`src/rtl/watchdog_monitor_if.sv`:
```
// Control, limit and status signals between a supervisor and the windowed watchdog.
// Signal names carry the direction seen from the watchdog.
interface watchdog_monitor_if #(
   parameter int CW = 16
);
   logic          i_en;
   logic          i_kick;
   logic          i_clr;
   logic [CW-1:0] i_timeout;
   logic [CW-1:0] i_win_open;
   logic          o_wdfail;
   logic [1:0]    o_fail_cause;
   logic          o_kick_ack;
   logic          o_win_ok;

   modport master (
      output i_en, i_kick, i_clr, i_timeout, i_win_open,
      input  o_wdfail, o_fail_cause, o_kick_ack, o_win_ok
   );

   modport slave (
      input  i_en, i_kick, i_clr, i_timeout, i_win_open,
      output o_wdfail, o_fail_cause, o_kick_ack, o_win_ok
   );
endinterface

```
`src/rtl/watchdog_monitor.sv`:
```
// Windowed watchdog: a heartbeat must arrive after the window opens and before the timeout.
// o_wdfail feeds the enable of the downstream reset-delay counter.
module watchdog_monitor #(
   parameter int CW = 16
) (
   input logic                i_clk,
   input logic                i_rst_n,
   watchdog_monitor_if.slave  wd
);
   typedef enum logic [1:0] {
      ST_IDLE = 2'd0,
      ST_RUN  = 2'd1,
      ST_FAIL = 2'd2
   } state_t;

   localparam logic [CW-1:0] CNT_MAX     = '1;
   localparam logic [1:0]    CAUSE_NONE  = 2'b00;
   localparam logic [1:0]    CAUSE_TMO   = 2'b01;
   localparam logic [1:0]    CAUSE_EARLY = 2'b10;

   state_t        r_state, w_state_next;
   logic [CW-1:0] r_cnt, w_cnt_next;
   logic [CW-1:0] r_tmo, w_tmo_next;
   logic [CW-1:0] r_win, w_win_next;
   logic [1:0]    r_cause, w_cause_next;
   logic          r_wdfail, w_wdfail_next;
   logic          r_ack, w_ack_next;
   logic          r_s1, r_s2, r_s3;
   logic          w_kick_evt;

   // Heartbeat is asynchronous: two flops for metastability, the third for edge detection.
   assign w_kick_evt = r_s2 & ~r_s3;

   always_ff @(posedge i_clk or negedge i_rst_n) begin
      if (!i_rst_n) begin
         r_s1 <= 1'b0;
         r_s2 <= 1'b0;
         r_s3 <= 1'b0;
      end else begin
         r_s1 <= wd.i_kick;
         r_s2 <= r_s1;
         r_s3 <= r_s2;
      end
   end

   always_ff @(posedge i_clk or negedge i_rst_n) begin
      if (!i_rst_n) begin
         r_state  <= ST_IDLE;
         r_cnt    <= '0;
         r_tmo    <= '0;
         r_win    <= '0;
         r_cause  <= CAUSE_NONE;
         r_wdfail <= 1'b0;
         r_ack    <= 1'b0;
      end else begin
         r_state  <= w_state_next;
         r_cnt    <= w_cnt_next;
         r_tmo    <= w_tmo_next;
         r_win    <= w_win_next;
         r_cause  <= w_cause_next;
         r_wdfail <= w_wdfail_next;
         r_ack    <= w_ack_next;
      end
   end

   always_comb begin
      w_state_next = r_state;
      w_cnt_next   = r_cnt;
      w_tmo_next   = r_tmo;
      w_win_next   = r_win;
      w_cause_next = r_cause;
      w_ack_next   = 1'b0;
      case (r_state)
         ST_IDLE: begin
            w_cnt_next   = '0;
            w_cause_next = CAUSE_NONE;
            if (wd.i_en) begin
               w_state_next = ST_RUN;
               w_tmo_next   = wd.i_timeout;
               w_win_next   = wd.i_win_open;
            end
         end
         ST_RUN: begin
            // A valid kick outranks a coincident timeout.
            if (!wd.i_en) begin
               w_state_next = ST_IDLE;
               w_cnt_next   = '0;
               w_cause_next = CAUSE_NONE;
            end else if (w_kick_evt && (r_cnt < r_win)) begin
               w_state_next = ST_FAIL;
               w_cause_next = CAUSE_EARLY;
            end else if (w_kick_evt) begin
               w_cnt_next = '0;
               w_ack_next = 1'b1;
            end else if (r_cnt == r_tmo) begin
               w_state_next = ST_FAIL;
               w_cause_next = CAUSE_TMO;
            end else if (r_cnt != CNT_MAX) begin
               w_cnt_next = r_cnt + 1'b1;
            end
         end
         ST_FAIL: begin
            if (!wd.i_en) begin
               w_state_next = ST_IDLE;
               w_cnt_next   = '0;
               w_cause_next = CAUSE_NONE;
            end else if (wd.i_clr) begin
               w_state_next = ST_RUN;
               w_cnt_next   = '0;
               w_tmo_next   = wd.i_timeout;
               w_win_next   = wd.i_win_open;
               w_cause_next = CAUSE_NONE;
            end
         end
         default: begin
            w_state_next = ST_IDLE;
            w_cnt_next   = '0;
            w_cause_next = CAUSE_NONE;
         end
      endcase
      w_wdfail_next = (w_state_next == ST_FAIL);
   end

   assign wd.o_wdfail     = r_wdfail;
   assign wd.o_fail_cause = r_cause;
   assign wd.o_kick_ack   = r_ack;
   assign wd.o_win_ok     = (r_state == ST_RUN) && (r_cnt >= r_win);
endmodule

```
`src/flat_wrapper.sv`:
```
// flat-port wrapper written by rule: the top's interface ports become plain ports
module watchdog_monitor_flat 
#(
   parameter int CW = 16
)
  (i_clk, i_rst_n, wd_i_en, wd_i_kick, wd_i_clr, wd_i_timeout, wd_i_win_open, wd_o_wdfail, wd_o_fail_cause, wd_o_kick_ack, wd_o_win_ok);
  watchdog_monitor_if #(.CW(CW)) wd_i ();
  input logic i_clk;
  input logic i_rst_n;
  input wire logic [$bits(wd_i.i_en)-1:0] wd_i_en;
  input wire logic [$bits(wd_i.i_kick)-1:0] wd_i_kick;
  input wire logic [$bits(wd_i.i_clr)-1:0] wd_i_clr;
  input wire logic [$bits(wd_i.i_timeout)-1:0] wd_i_timeout;
  input wire logic [$bits(wd_i.i_win_open)-1:0] wd_i_win_open;
  output wire logic [$bits(wd_i.o_wdfail)-1:0] wd_o_wdfail;
  output wire logic [$bits(wd_i.o_fail_cause)-1:0] wd_o_fail_cause;
  output wire logic [$bits(wd_i.o_kick_ack)-1:0] wd_o_kick_ack;
  output wire logic [$bits(wd_i.o_win_ok)-1:0] wd_o_win_ok;
  assign wd_i.i_en = wd_i_en;
  assign wd_i.i_kick = wd_i_kick;
  assign wd_i.i_clr = wd_i_clr;
  assign wd_i.i_timeout = wd_i_timeout;
  assign wd_i.i_win_open = wd_i_win_open;
  assign wd_o_wdfail = wd_i.o_wdfail;
  assign wd_o_fail_cause = wd_i.o_fail_cause;
  assign wd_o_kick_ack = wd_i.o_kick_ack;
  assign wd_o_win_ok = wd_i.o_win_ok;
  watchdog_monitor #(.CW(CW)) u_core (.i_clk(i_clk), .i_rst_n(i_rst_n), .wd(wd_i));
endmodule
```
`config.mk`:
```
export PLATFORM = sky130hd
export DESIGN_NAME = watchdog_monitor_flat
export DESIGN_NICKNAME = d
export VERILOG_FILES = /design/src/rtl/watchdog_monitor_if.sv /design/src/rtl/watchdog_monitor.sv /design/src/flat_wrapper.sv
export SDC_FILE = /design/constraint.sdc
export NUM_CORES = 1
export LEC_CHECK = 0
export ABC_AREA = 1
export BUFFER_PORTS_ARGS = -buffer_cell sky130_fd_sc_hd__buf_4
export CAP_MARGIN = 10
export CORE_MARGIN = 3
export CORE_UTILIZATION = 63
export CTS_CLUSTER_SIZE = 25
export DETAILED_ROUTE_END_ITERATION = 10
export GPL_ROUTABILITY_DRIVEN = 0
export HOLD_SLACK_MARGIN = 0.12
export PLACE_DENSITY = 0.86
export RECOVER_POWER = 50
export SETUP_SLACK_MARGIN = 0.1
export SKIP_CTS_REPAIR_TIMING = 1
export SYNTH_ARGS = -nofsm -noshare
export SYNTH_HDL_FRONTEND = slang
export SYNTH_SLANG_ARGS = --single-unit
```
`constraint.sdc`:
```
create_clock -name i_clk -period 5.2 [get_ports i_clk]
set_input_delay 0.52 -clock i_clk [delete_from_list [all_inputs] [get_ports i_clk]]
set_output_delay 0.52 -clock i_clk [all_outputs]
set_load 0.1 [all_outputs]
```
After elaboration in Yosys (flattened, before gate mapping)
Index checks and enable logic that the tools add are counted.
{ "classes": {"add_sub_neg": 1, "n_lt_le_gt_ge": 2, "n_eq_ne": 14, "muxes": 35, "n_bitwise": 2, "n_reduce_logical": 7} }
{ "op_table": {"columns": ["op", "n"], "rows": [
  ["16-bit 2-to-1 mux", 13],
  ["16-bit case mux with 2 select lines", 3],
  ["2-bit 2-to-1 mux", 13],
  ["16-bit by 1-bit adder with 16-bit output (second input constant)", 1],
  ["16-bit equality test", 1],
  ["16-bit greater-or-equal comparator", 1],
  ["16-bit < comparator", 1],
  ["16-bit != test (second input constant)", 1],
  ["4-bit by 2-bit != test with 1-bit output (second input constant)", 2],
  ["4-bit AND reduction", 2],
  ["2-bit != test (second input constant)", 3],
  ["3-bit != test (second input constant)", 2],
  ["2-bit case mux with 3 select lines", 1],
  ["2-bit equality test (second input constant)", 2],
  ["1-bit 2-to-1 mux", 4],
  ["4-bit by 3-bit != test with 1-bit output (second input constant)", 1],
  ["4-bit != test (second input constant)", 1],
  ["2-bit case mux with 2 select lines", 1],
  ["3-bit AND reduction", 1],
  ["2-bit by 1-bit equality test with 1-bit output (second input constant)", 1],
  ["1-bit logical AND", 2],
  ["2-bit zero test", 1],
  ["2-bit nonzero test", 1],
  ["1-bit AND", 1],
  ["1-bit inverter", 1]
]} }
{ "word_totals": {"ff_bits": 57, "in_bits": 37, "out_inout_bits": 5, "wordCells": 71} }

Depth between registers and ports, before layout
Gate-level depths: netlist of run 1.
{ "depth": {"word_depth": 7, "mapped_depth": 16, "ltp_nobuf": 15} }

Least setup slack after synthesis of run 1
No wires, ideal clock.
{ "synth_timing": {"path_kind": "register -> output", "startpoint": "register u_core.r_cnt[15]", "endpoint": "output wd_o_win_ok", "arrival_ns": 1.838, "t_required_ns": 4.680, "slack_ns": 2.842, "path_stages_with_launch": 10, "n_path_buf": 0, "cell_sequence": "dfrtp_1 > ha_1 > nand2_1 > nor2_1 > inv_1 > a21oi_1 > nor2_1 > nand2_1 > o21ai_0 > inv_1"} }
{ "synth_via": {"elab_chain_cells": 2} }
{ "synth_lines": {"columns": ["item", "line_no", "text"], "rows": [
  ["from (decl)", "watchdog_monitor.sv:22", "logic [CW-1:0] r_cnt, w_cnt_next;"],
  ["from (signal assigned)", "watchdog_monitor.sv:57", "r_cnt <= w_cnt_next;"],
  ["16-bit greater-or-equal comparator", "watchdog_monitor.sv:127", "assign wd.o_win_ok = (r_state == ST_RUN) && (r_cnt >= r_win);"],
  ["1-bit logical AND", "watchdog_monitor.sv:127", null],
  ["to (decl)", "flat_wrapper.sv:18", "output wire logic [$bits(wd_i.o_win_ok)-1:0] wd_o_win_ok;"]
]} }
Every way passes these cells.

==> results of run 1 <==
==> sequential cells by signal (all words and copies together) (netlist names) <==
signal	flops
u_core.r_cnt	16
u_core.r_tmo	16
u_core.r_win	16
u_core.r_state	2
u_core.wd.o_fail_cause	2
u_core.r_s1	1
u_core.r_s2	1
u_core.r_s3	1
u_core.wd.o_kick_ack	1
u_core.wd.o_wdfail	1
==> how the worst max path moves through the flow <==
stage                                       startpoint                           end  slack [ns]  depth (start not counted)
after CTS                  u_core.r_cnt[7]$_DFFE_PN0P_                   wd_o_win_ok        2.40                          8
after floorplan           u_core.r_cnt[15]$_DFFE_PN0P_                   wd_o_win_ok        2.84                          9
after detailed placement  u_core.r_cnt[15]$_DFFE_PN0P_  u_core.r_cnt[12]$_DFFE_PN0P_        2.74                         11
after global placement     u_core.r_cnt[7]$_DFFE_PN0P_                   wd_o_win_ok        2.79                          8
after global routing                           i_rst_n   u_core.r_tmo[4]$_DFFE_PN0P_        1.67                          1
final                                          i_rst_n         u_core.r_s3$_DFF_PN0_        2.25                          1
==> logic make-up (layout without fill, tap and decap cells) <==
| group | after synthesis | in the layout | share of synthesized area, % |
|---|---|---|---|
| xor+xnor | 9 | 9 | 2.32 |
| mux | 9 | 9 | 2.98 |
| compound gates | 33 | 33 | 5.04 |
| simple gates | 258 | 258 | 33.3 |
| buf+inv | 70 | 114 | 8.17 |
| flops | 57 | 57 | 41.9 |
| fa+ha+maj | 17 | 17 | 6.25 |
==> metrics by stage <==
| step | hold slack, ns | cells | cell area, sq um | worst slack [ns] | power [uW] |
|---|---|---|---|---|---|
| after detailed placement | 0.336 | 551 | 3740 | 2.74 | 756 |
| final | 0.311 | 567 | 3920 | 2.25 | 1130 |
| after global routing | 0.307 | 567 | 3920 | 1.67 | 1190 |
| after CTS | 0.264 | 567 | 3920 | 2.40 | 1130 |
| after floorplan | 0.224 | 453 | 3400 | 2.84 | 687 |
| after global placement | 0.333 | 551 | 3740 | 2.79 | 741 |
==> cell usage in the layout, fill, tap and decap left out, types with 3 or more instances in the layout <==
master / synthesis / routed
sky130_fd_sc_hd__a21oi_1: 29 / 29
sky130_fd_sc_hd__mux2_2: 9 / 9
sky130_fd_sc_hd__inv_2: 4 / 4
sky130_fd_sc_hd__xor2_1: 8 / 8
sky130_fd_sc_hd__buf_4: 0 / 40
sky130_fd_sc_hd__nand4_1: 17 / 17
sky130_fd_sc_hd__or2_2: 3 / 3
sky130_fd_sc_hd__ha_1: 17 / 17
sky130_fd_sc_hd__nand2_1: 121 / 120
sky130_fd_sc_hd__nand3_1: 33 / 33
sky130_fd_sc_hd__inv_1: 50 / 50
sky130_fd_sc_hd__dfrtp_1: 57 / 57
sky130_fd_sc_hd__nor3_1: 15 / 15
sky130_fd_sc_hd__nor2_2: 5 / 5
sky130_fd_sc_hd__clkinv_2: 0 / 3
sky130_fd_sc_hd__clkbuf_8: 0 / 11
sky130_fd_sc_hd__nor2_1: 58 / 58
==> report_power, final <==
part           leakage, uW  total, uW  internal [uW]  switching [uW]
registers         0.000696        533            503            30.3
logic              0.00130        218           87.6             130
clock network    0.0000911        378            196             182
==> cell type report <==
class	count	area, sq um
multi-input cells	326	1700
flip-flops and latches	57	1430
fillers	372	1250
repair buffers	42	312
inverters	56	213
clock buffers	11	151
well taps	70	87.6
clock inverters	5	30.0
==> per-layer routing <==
layer,vias up,routed length (um)
li1,1534,-
met1,1459,3320
met2,139,3920
met3,29,547
met4,0,293
met5,-,0
==> run summary, run 1 <==
The run gives 57 as the number of clock sinks. Data arrives at the worst endpoint at 2.71 ns. The tools report the number of antenna violations at the first check in global routing as 0.

The leading register cell type out of synthesis was sky130_fd_sc_hd__dfrtp_1. The hold-critical path depth came out at 1. For this run the aggregate overflow at the end of global routing stands at 0. The kind of end point of the critical path was an asynchronous set/reset pin.

In this run the critical register-to-register path is captured at u_core.r_cnt[15]$_DFFE_PN0P_. In this run the most critical hold path is launched from wd_i_kick. The worst register-to-register path has a setup slack of 2.65 ns. The largest single stage delay on the critical path is 2.14 ns. The critical path start-end classification was primary input to asynchronous set/reset pin. The analysis attributes to cell leakage a power of 0.00209 uW. For this run, the share of the core covered by cells in the final layout is 75.8%.

Kind of launch point of the worst setup path: a primary input. The tools report the top-level I/O count as 42. Counting I/O delays and the setup requirement, the final critical path takes 2.95 ns. The busiest layer in global routing was met2. The share of post-route cells with drive strength above 1 is 16.9%, and the area of the die is 6320 sq um. Before antenna repair, the detailed router went through 7 iterations.

The number of max-capacitance violations reported was 1; the number of rows created at floorplan was 26. The run gives 41.9% as the sequential fraction of the synthesis area. Ranked by instance count, the synthesized netlist is headed by 121 x sky130_fd_sc_hd__nand2_1, 58 x sky130_fd_sc_hd__nor2_1, 57 x sky130_fd_sc_hd__dfrtp_1. For the number of endpoints failing setup at the final stage, the log shows 0. The count of unresolved DRC violations after routing was 0; the count of warnings emitted by yosys was 0. Measured along the x axis, the die boundary spans 79.5 um.

The routed layout has 3161 vias. Port buffering added 41 buffers. The post-synthesis average cell area is 7.51 sq um, and the level count of the clock H-tree is 3. After floorplanning, the core was sized to cover 5170 sq um. The startpoint of the most critical register-to-register path was u_core.r_cnt[0]$_DFFE_PN0P_.

The cell count of the worst reg-to-reg path is 15, and the power per unit of standard cell area is 288 nW/um^2. The class of the tightest hold or removal check was primary input to flip-flop. The destination of the worst hold path is u_core.r_s1$_DFF_PN0_. The starting utilization of the core area is 65.7%, and the fraction of synthesized cell area taken by the top area cell type is 41.9%. Setup repair after global routing left no endpoint under its margin. After detailed routing, the average wire length per cell comes to 14.2 um. The HPWL after detailed placement is 5.70 mm, and the final wirelength is 8.08 mm.

The tools report the fraction of met2 tracks used by global routing as 46.9%. TritonCTS built the clock tree. Measured along the y axis, the die boundary spans 79.5 um. The cell area after synthesis came out at 3400 sq um. Counting every instance in the synthesized netlist gives 453. For this run, global-route usage on met1 was measured as 35.8%.

Data on the critical path is required at its endpoint by 4.96 ns. Entering global routing, the biggest net connects 58 pins. Most area-hungry cell type in the Yosys netlist: sky130_fd_sc_hd__dfrtp_1.

The tools report the number of nets in the layout as 546. The flow ran to the end, but the final reports show violations. After detailed routing, the number of vias per cell comes to 5.57.

After clock tree synthesis, the clock-pin slew on the worst setup and hold paths is 0.06 ns. The post-route clock skew is 0.00913 ns. For the pin with the worst max-slew slack, the measured transition is 3.09 ns. The number of buffers and inverters on the critical path is 1. The area growth from synthesis to layout is 15.2%. The logs give 0.196 mV for the worst vdd rail ir drop and 0 ns for the setup TNS. Of all nets on the critical path, the largest fanout is 57.

Dividing the final minimum period by the clock period gives 56.6%. After the first detailed-routing iteration, the DRC count stood at 390. The signal on the critical path passes through clkbuf_1. Counting the buffers created by CTS gives 9.

Kind of cell with the highest combined delay on the critical path: buffers and inverters. The clock reaches the later pin of the worst-skew pair after 0.34 ns. The clock tree root driver cell is sky130_fd_sc_hd__clkbuf_8. Among all cell types in the netlist, the one instantiated most often is sky130_fd_sc_hd__nand2_1. The timing-limited maximum frequency is 339 MHz, and the post-synthesis register bit count is 57.

Once detail routing completed, the nets flagged for antenna violations numbered 0. The count of pins over their slew limit is 58, and the routing usage on met3 is 4.51%. The run gives 13.9 mm as the global-route wire length before repair.

The netlist uses 30 different library cells. 0 antenna diodes ended up in the layout. The tools report the global-route usage over all layers as 28.3%. The run gives 3055 as the number of global-route vias before repair.

Cell with the biggest individual delay on the critical path: sky130_fd_sc_hd__clkbuf_1. The number of nets in the synthesized netlist is 507. The checks that failed: max-capacitance violations, max-slew violations.

The proportion of synthesized flip-flops having asynchronous set or reset was 100%; the worst slew slack as a fraction of its limit was -106%. Counting along the longest clock path gives a buffer depth of 2. The final hold violation count was 0.

The synthesized design contains 0 enable-type register cells. Sorting the synthesized cells by area gives the leading types as sky130_fd_sc_hd__dfrtp_1 42%, sky130_fd_sc_hd__nand2_1 13%, sky130_fd_sc_hd__nor2_1 6.4%.
Power figures use the tool's default switching activity.
==> inputs of run 2 (changes only) <==
ABC_AREA = 0   (was 1)
CORE_UTILIZATION = 52   (was 63)
PLACE_DENSITY = 0.76   (was 0.86)
clock period = 2.7 ns   (was 5.2 ns; I/O delays follow)
==> run summary, run 2 <==
The run finished, with violations left. The final reports fail on negative setup slack. For the static leakage, the log shows 0.00183 uW (-13%).

The number of nets in the layout came out at 428 (-22%). The run gives 7.32% (+110 points) as the worst slew slack as a fraction of its limit. The tools report the area of the core as 5570 sq um (+7.8%). The tools report the worst min-delay path startpoint as wd_i_win_open[14]. The tightest min-delay check is of the primary input to flip-flop type.

The number of routed nets with antenna violations was 0 (unchanged); the post-route clock skew was 0.00914 ns (+0.00000835 ns). The count of pins over their slew limit was 0 (-100%); the detailed-route vias per instance was 5.61 (+0.58%). The number of clock sinks is 57 (unchanged). Worst vdd rail ir drop: 0.387 mV (+97%). The tools report the number of DRC violations after detailed-routing iteration 0 as 108 (-72%). The total clock buffers created by CTS was 9 (unchanged). Clock tree root driver cell: sky130_fd_sc_hd__clkbuf_8. The number of max-capacitance violations reported is 0 (-1), and the global-route wire length before repair is 10.9 mm (-21%).

The synthesized design spends more area on one cell type than any other, namely sky130_fd_sc_hd__dfrtp_1. The area of all sequential standard cells was 1430 sq um (unchanged). Number of library cell types mapped by synthesis: 40 (+33%).

The most common cell in the netlist is sky130_fd_sc_hd__dfrtp_1. For the number of global-route vias before repair, the log shows 2360 (-23%). The top-level I/O count came out at 42 (unchanged). Kind of cell with the highest combined delay on the critical path: simple AND/OR/NAND/NOR gates.

Worst-case hold slack: 0.129 ns (-0.181 ns). Setup repair after global routing could not meet its margin everywhere. The tools report the fill cell instance count of the final layout as 415 (+12%). The tools report the clock insertion delay at the later pin of the skew report as 0.34 ns (about the same). The synthesized instance count was 296 (-35%); the power per unit of standard cell area was 551 nW/um^2 (+91%). TritonCTS built the clock tree. Area of the die: 6820 sq um (+8.0%). The largest driver fanout on the critical path is 7 (-88%), and the post-synthesis to final-layout area growth is 34.2%.

The largest registers in the layout are u_core.r_cnt (16), u_core.r_tmo (16), u_core.r_win (16). The pin slew with the least headroom to its limit was 1.39 ns (-1.70 ns); the die boundary height was 82.6 um (+3.9%). Counting stages on the worst path, the most repeated cell is sky130_fd_sc_hd__buf_6. HPWL after detailed placement: 5.01 mm (-12%). Footprint of the multi-input gates: 1690 sq um (-0.44%). Among all stages on the critical path, the largest delay is contributed by sky130_fd_sc_hd__or4_4. The tools report the number of antenna violations at the first check in global routing as 0 (unchanged).

The share of post-route cells with drive strength above 1 is 37.5% (+21 points). Average wire per standard cell: 16.1 um (+13%). For the number of endpoints failing setup at the final stage, the log shows 7 (+7). The tools report the final wirelength as 7.27 mm (-10%). Kind of launch point of the worst setup path: a flip-flop. The post-synthesis register bit count came out at 57 (unchanged).

The global route total overflow was 0 (unchanged). The fraction of synthesized cell area taken by the top area cell type came out at 46.8% (+4.8 points). The leading register cell type out of synthesis was sky130_fd_sc_hd__dfrtp_1. The setup TNS was -0.441 ns (-0.441 ns); the total power after layout was 2250 uW (+100%). The sequential fraction of the synthesis area was 46.8% (+4.8 points). The worst setup slack after layout was -0.0865 ns (-2.34 ns); the clock slew at the register clock pins of the worst setup and hold paths was 0.07 ns (about the same).

The library cells used most frequently in the layout, excluding fill and tap cells, are 69 x sky130_fd_sc_hd__buf_4, 57 x sky130_fd_sc_hd__dfrtp_1, 27 x sky130_fd_sc_hd__nand2_1, 19 x sky130_fd_sc_hd__o21ai_0. The post-synthesis average cell area was 10.3 sq um (+37%); the stage delay of the slowest cell on the critical path was 0.52 ns (-1.62 ns). The detailed-router iteration count before antenna repair is 4 (-3). Critical path start-end classification: flip-flop to flip-flop. The tools report the net count after synthesis as 350 (-31%). The worst register-to-register path begins at u_core.r_win[13]$_DFFE_PN0P_.

The kind of end point of the critical path was a flip-flop. Number of rows created at floorplan: 27 (+3.8%). Starting utilization of the core area: 54.7% (-11 points). The worst-case clock buffer depth is 2 (unchanged). Ranked by total cell area, the synthesized netlist is headed by sky130_fd_sc_hd__dfrtp_1 47%, sky130_fd_sc_hd__ha_1 7.0%, sky130_fd_sc_hd__mux2_2 6.3%. The library cell used most frequently in the layout, excluding fill and tap cells, is sky130_fd_sc_hd__buf_4.

The count of port buffers added during placement is 41 (unchanged). The logs give 0 (unchanged) for the final hold violation count and 0 (unchanged) for the count of warnings emitted by yosys. The final cell area excluding filler cells was 4090 sq um (+4.4%). The die span in x works out to 82.6 um (+3.9%). The cell area after synthesis came out at 3050 sq um (-10%). The beginning of the critical path is u_core.r_win[13]$_DFFE_PN0P_. The global-route usage over all layers came out at 21.8% (-6.6 points). Utilization after layout: 73.4% (-2.4 points). Dividing the final minimum period by the clock period gives 103%. The data required time of the critical path was 2.98 ns (-1.98 ns).

The proportion of synthesized flip-flops having asynchronous set or reset is 100% (unchanged). The standard cell area after detailed placement is 3630 sq um (-2.8%). The number of synthesized flops with an enable pin is 0 (unchanged), and the timing-limited maximum frequency is 359 MHz. Ranked by instance count, the synthesized netlist is headed by 57 x sky130_fd_sc_hd__dfrtp_1, 27 x sky130_fd_sc_hd__nand2_1, 19 x sky130_fd_sc_hd__a21oi_1, 19 x sky130_fd_sc_hd__o21ai_0. The total inserted antenna cells was 0 (unchanged); the level count of the clock H-tree was 3 (unchanged).

The final critical delay including setup and external delays was 2.79 ns. The count of unresolved DRC violations after routing was 0 (unchanged); the number of buffers and inverters on the critical path was 4 (+3). The logs give 58 (unchanged) for the maximum number of pins on one net before global-route repair and 2529 (-20%) for the number of vias after detailed routing. The tools report the data arrival time of the critical path as 3.06 ns (+0.35 ns). Traced cell by cell, the critical path runs through inv_1 > ha_4 > buf_6 > nand4_1 > or3_4 > a211oi_4 > buf_6 > nor3_4 > buf_6 > or4_4 > a21oi_2.
## run 2: changes by cell type in the layout (fill, tap and decap cells not counted), moves of 17 or more
cell,before,now
sky130_fd_sc_hd__buf_4,40,69
sky130_fd_sc_hd__nor2_1,58,5
sky130_fd_sc_hd__nand3_1,33,6
sky130_fd_sc_hd__a21oi_1,29,10
sky130_fd_sc_hd__o21ai_0,2,19
sky130_fd_sc_hd__nand2_1,120,27
sky130_fd_sc_hd__inv_1,50,17
## run 2: cell families (layout without fill, tap and decap cells)
family          Yosys count  in the layout  synth area share, %
simple gates             93             94                 17.5
flops                    57             57                 46.8
fa+ha+maj                17             17                 6.98
mux                      21             21                 7.59
xor+xnor                 16             16                 4.60
compound gates           62             62                 12.4
buf+inv                  30            112                 4.10
## run 2: worst paths after layout
kind	slack, ns	cells after the start	to
setup / recovery	-0.09	11	u_core.r_cnt[7]$_DFFE_PN0P_
hold / removal	0.13	3	u_core.r_win[14]$_DFFE_PN0P_
setup reg to reg	-0.09	11	u_core.r_cnt[7]$_DFFE_PN0P_
hold reg to reg	0.35	0	u_core.r_s2$_DFF_PN0_
max in group asynchronous	1.08	2	u_core.r_tmo[13]$_DFFE_PN0P_
min in group asynchronous	0.79	2	u_core.r_cnt[11]$_DFFE_PN0P_
## run 2: stage by stage
stage	cells	setup slack, ns
2_1_floorplan	296	0.227
3_3_place_gp	427	-0.133
3_5_place_dp	427	-0.174
4_1_cts	443	-0.295
5_1_grt	451	-0.130
6_report	451	-0.0865
## run 2: area by class of cell
type | instances | area share, %
timing repair buffer | 79 | 15.3
sequential | 57 | 34.9
multi-input combinational | 210 | 41.3
tap | 72 | 2.20
inverter | 17 | 1.56
clock buffer | 14 | 4.46
clock inverter | 2 | 0.245
## run 2: report_power, final
| part | internal, uW | leakage (uW) | switching (uW) |
|---|---|---|---|
| clock | 430 | 0.000102 | 329 |
| sequential | 973 | 0.000722 | 65.2 |
| combinational | 225 | 0.00100 | 231 |
| total | 1630 | 0.00183 | 625 |
## run 2: tightest hold or removal path: stages
cell and delay, ns:
sky130_fd_sc_hd__buf_4 0.08, sky130_fd_sc_hd__nand2_1 0.03, sky130_fd_sc_hd__o21ai_0 0.05
## run 2: layer usage
metal / vias to the layer above / GRT usage [%] / share of wire (%)
li1: 1235 / - / -
met1: 1191 / 27.4 / 42
met2: 86 / 35.3 / 50
met3: 17 / 5.42 / 5.9
met4: 0 / 9.80 / 2.0
met5: - / 0 / 0
==> inputs of run 3 (changes only) <==
CORE_UTILIZATION = 54   (was 52)
CTS_BUF_LIST = sky130_fd_sc_hd__clkbuf_4 sky130_fd_sc_hd__clkbuf_8   (was default)
PLACE_DENSITY = 0.79   (was 0.76)
==> run summary, run 3 (synthesis gave the netlist of run 2 again) <==
The flow ran to the end, but the final reports show violations. The final reports fail on negative setup slack. For the top-level I/O count, the log shows 42 (unchanged).

The final worst-path cycle share is 103% (about the same), and the total clock buffers created by CTS is 9 (unchanged). The tools report the number of max-capacitance violations reported as 0 (unchanged). The clock slew at the register clock pins of the worst setup and hold paths works out to 0.06 ns (about the same).

The tools report the number of routed nets with antenna violations as 0 (unchanged). The largest driver fanout on the critical path was 3 (-4); the post-route clock skew was 0.00638 ns (-0.00275 ns). Number of DRC violations after detailed-routing iteration 0: 224 (+110%).

The worst setup slack after layout is -0.0841 ns (+0.00244 ns), and the final cell area excluding filler cells is 4120 sq um (+0.73%). The worst setup path is captured at a primary output. The die span in x works out to 81.1 um (-1.7%). In the layout the commonest cells are 71 x sky130_fd_sc_hd__buf_4, 57 x sky130_fd_sc_hd__dfrtp_1, 27 x sky130_fd_sc_hd__nand2_1, 19 x sky130_fd_sc_hd__o21ai_0. The count of port buffers added during placement works out to 41 (unchanged).

The net switching component of the power is 638 uW (+2.1%), and the total inserted antenna cells is 0 (unchanged). The run gives 58 (unchanged) as the maximum number of pins on one net before global-route repair. The final critical delay including setup and external delays is 2.78 ns (-0.00244 ns), and the level count of the clock H-tree is 3 (unchanged). The number of nets in the layout was 430 (+0.47%).

Signal routing reaches up to met4. The number of endpoints failing setup at the final stage was 9 (+2); the worst vdd rail ir drop was 0.427 mV (+10%). The average wire per standard cell is 17.3 um (+7.5%), and the static leakage is 0.00183 uW (about the same). Setup repair after global routing could not meet its margin everywhere. The kind of cell with the highest combined delay on the critical path is simple AND/OR/NAND/NOR gates. The worst setup path is launched from a flip-flop. For the global-route wire length before repair, the log shows 11.6 mm (+5.9%). The starting utilization of the core area is 57.9% (+3.2 points). Share of post-route cells with drive strength above 1: 38.3% (+0.85 points). The final hold violation count was 0 (unchanged); the number of buffers and inverters on the critical path was 2 (-2). The run gives 0 (unchanged) as the global route total overflow.

The worst hold path belongs to the class primary input to flip-flop. The worst slew slack as a fraction of its limit was 7.54% (+0.23 points); the clock network fraction of total power was 35.1% (+1.4 points). The library cell used most frequently in the layout, excluding fill and tap cells, is sky130_fd_sc_hd__buf_4. Walking the worst path, the cells encountered are ha_4 > buf_6 > nand4_1 > or3_4 > a211oi_4 > nor4_4 > a21oi_4 > buf_12. The data required time of the critical path is 2.43 ns (-0.55 ns), and the routed wire length on met3 is 488 um (+13%).

Fraction of power spent switching nets: 27.5% (-0.21 points). The cell-internal power is 1680 uW (+3.2%), and the post-synthesis to final-layout area growth is 35.2%. The tools report the number of clock sinks as 57 (unchanged). In the final layout, the registers with the most flip-flops are u_core.r_cnt (16), u_core.r_tmo (16), u_core.r_win (16). The standard cell area after detailed placement came out at 3640 sq um (+0.14%). TritonCTS built the clock tree.

The detailed-router iteration count before antenna repair was 4 (unchanged). The part of the power in registers came out at 44.8% (-1.3 points). The data arrival time of the critical path was 2.51 ns (-0.55 ns); the area of the die was 6580 sq um (-3.4%).

The tools report the number of global-route vias before repair as 2520 (+6.8%). The tools report the combinational share of power as 20.2% (about the same). The tools report the HPWL after detailed placement as 5.00 mm (-0.24%). Detailed-routing wirelength on met1: 3.28 mm (+6.3%).

Cell with the biggest individual delay on the critical path: sky130_fd_sc_hd__or3_4. For the total power after layout, the log shows 2320 uW (+2.9%). The tools report the final wirelength as 7.81 mm (+7.5%).

The tools report the timing-limited maximum frequency as 359 MHz (about the same). The pin slew with the least headroom to its limit is 1.39 ns (-0.00342 ns), and the clock insertion delay at the later pin of the skew report is 0.34 ns (about the same). The power per unit of standard cell area is 563 nW/um^2 (+2.1%), and the global-route usage over all layers is 23.6% (+1.8 points). The detailed-route vias per instance was 5.82 (+3.8%); the number of rows created at floorplan was 26 (-3.7%). For the count of unresolved DRC violations after routing, the log shows 0 (unchanged). Stage delay of the slowest cell on the critical path: 0.44 ns (-0.08 ns).

The die boundary height was 81.1 um (-1.7%). The count of pins over their slew limit was 0 (unchanged); the number of vias after detailed routing was 2626 (+3.8%). The run gives 5270 sq um (-5.5%) as the area of the core.

The critical path start-end classification is flip-flop to primary output. The run gives 0 (unchanged) as the number of antenna violations at the first check in global routing. The clock tree root driver cell was sky130_fd_sc_hd__clkbuf_8. The length of routed met2 wiring is 3.81 mm (+6.0%).

Worst-case clock buffer depth: 2 (unchanged).
## run 3: worst min-delay path: cells and delay by family
family | cells | cell delay, ns
buf+inv | 1 | 0.07
compound gates | 1 | 0.06
simple gates | 1 | 0.03
## run 3: metal layers
metal  track usage [%]  up-vias
met5                 0        -
met4              11.0        0
met3              6.10       20
met2              37.0      106
met1              30.5     1255
li1                  -     1245
## run 3: power by group through the flow
stage	Sequential, uW	Clock (uW)	Combinational (uW)
after floorplan	1040	0	282
after global placement	1050	0	412
after detailed placement	1050	0	430
after CTS	1040	827	434
after global routing	1050	858	523
final	1040	814	467
## run 3: worst paths after layout
path / from / endpoint / slack (ns) / depth (start not counted)
min: wd_i_win_open[10] / u_core.r_win[10]$_DFFE_PN0P_ / 0.13 / 3
max reg2reg: u_core.r_cnt[13]$_DFFE_PN0P_ / u_core.r_cnt[2]$_DFFE_PN0P_ / -0.05 / 9
max in group asynchronous: i_rst_n / u_core.r_tmo[9]$_DFFE_PN0P_ / 1.07 / 2
max: u_core.r_cnt[13]$_DFFE_PN0P_ / wd_o_win_ok / -0.08 / 8
min reg2reg: u_core.r_s1$_DFF_PN0_ / u_core.r_s2$_DFF_PN0_ / 0.35 / 0
min in group asynchronous: i_rst_n / u_core.r_win[2]$_DFFE_PN0P_ / 0.78 / 2
## run 3: final cells by class
cell class	count	area (sq um)
inverter	17	63.8
fill	352	1150
clock buffer	13	160
timing repair buffer	79	619
clock inverter	3	40.0
sequential	57	1430
tap	70	87.6
multi-input combinational	212	1720
## run 3: stage by stage
| stage | utilization [%] | hold slack (ns) | TNS [ns] | instances | worst slack, ns |
|---|---|---|---|---|---|
| after floorplan | - | -0.0256 | 0 | 296 | 0.227 |
| after global placement | 69.1 | 0.333 | -1.07 | 426 | -0.0934 |
| after detailed placement | 69.1 | 0.337 | -3.42 | 426 | -0.230 |
| after CTS | 72.9 | -0.0137 | -4.00 | 442 | -0.279 |
| after global routing | 78.2 | 0.134 | -1.67 | 451 | -0.174 |
| final | 78.2 | 0.129 | -0.335 | 451 | -0.0841 |
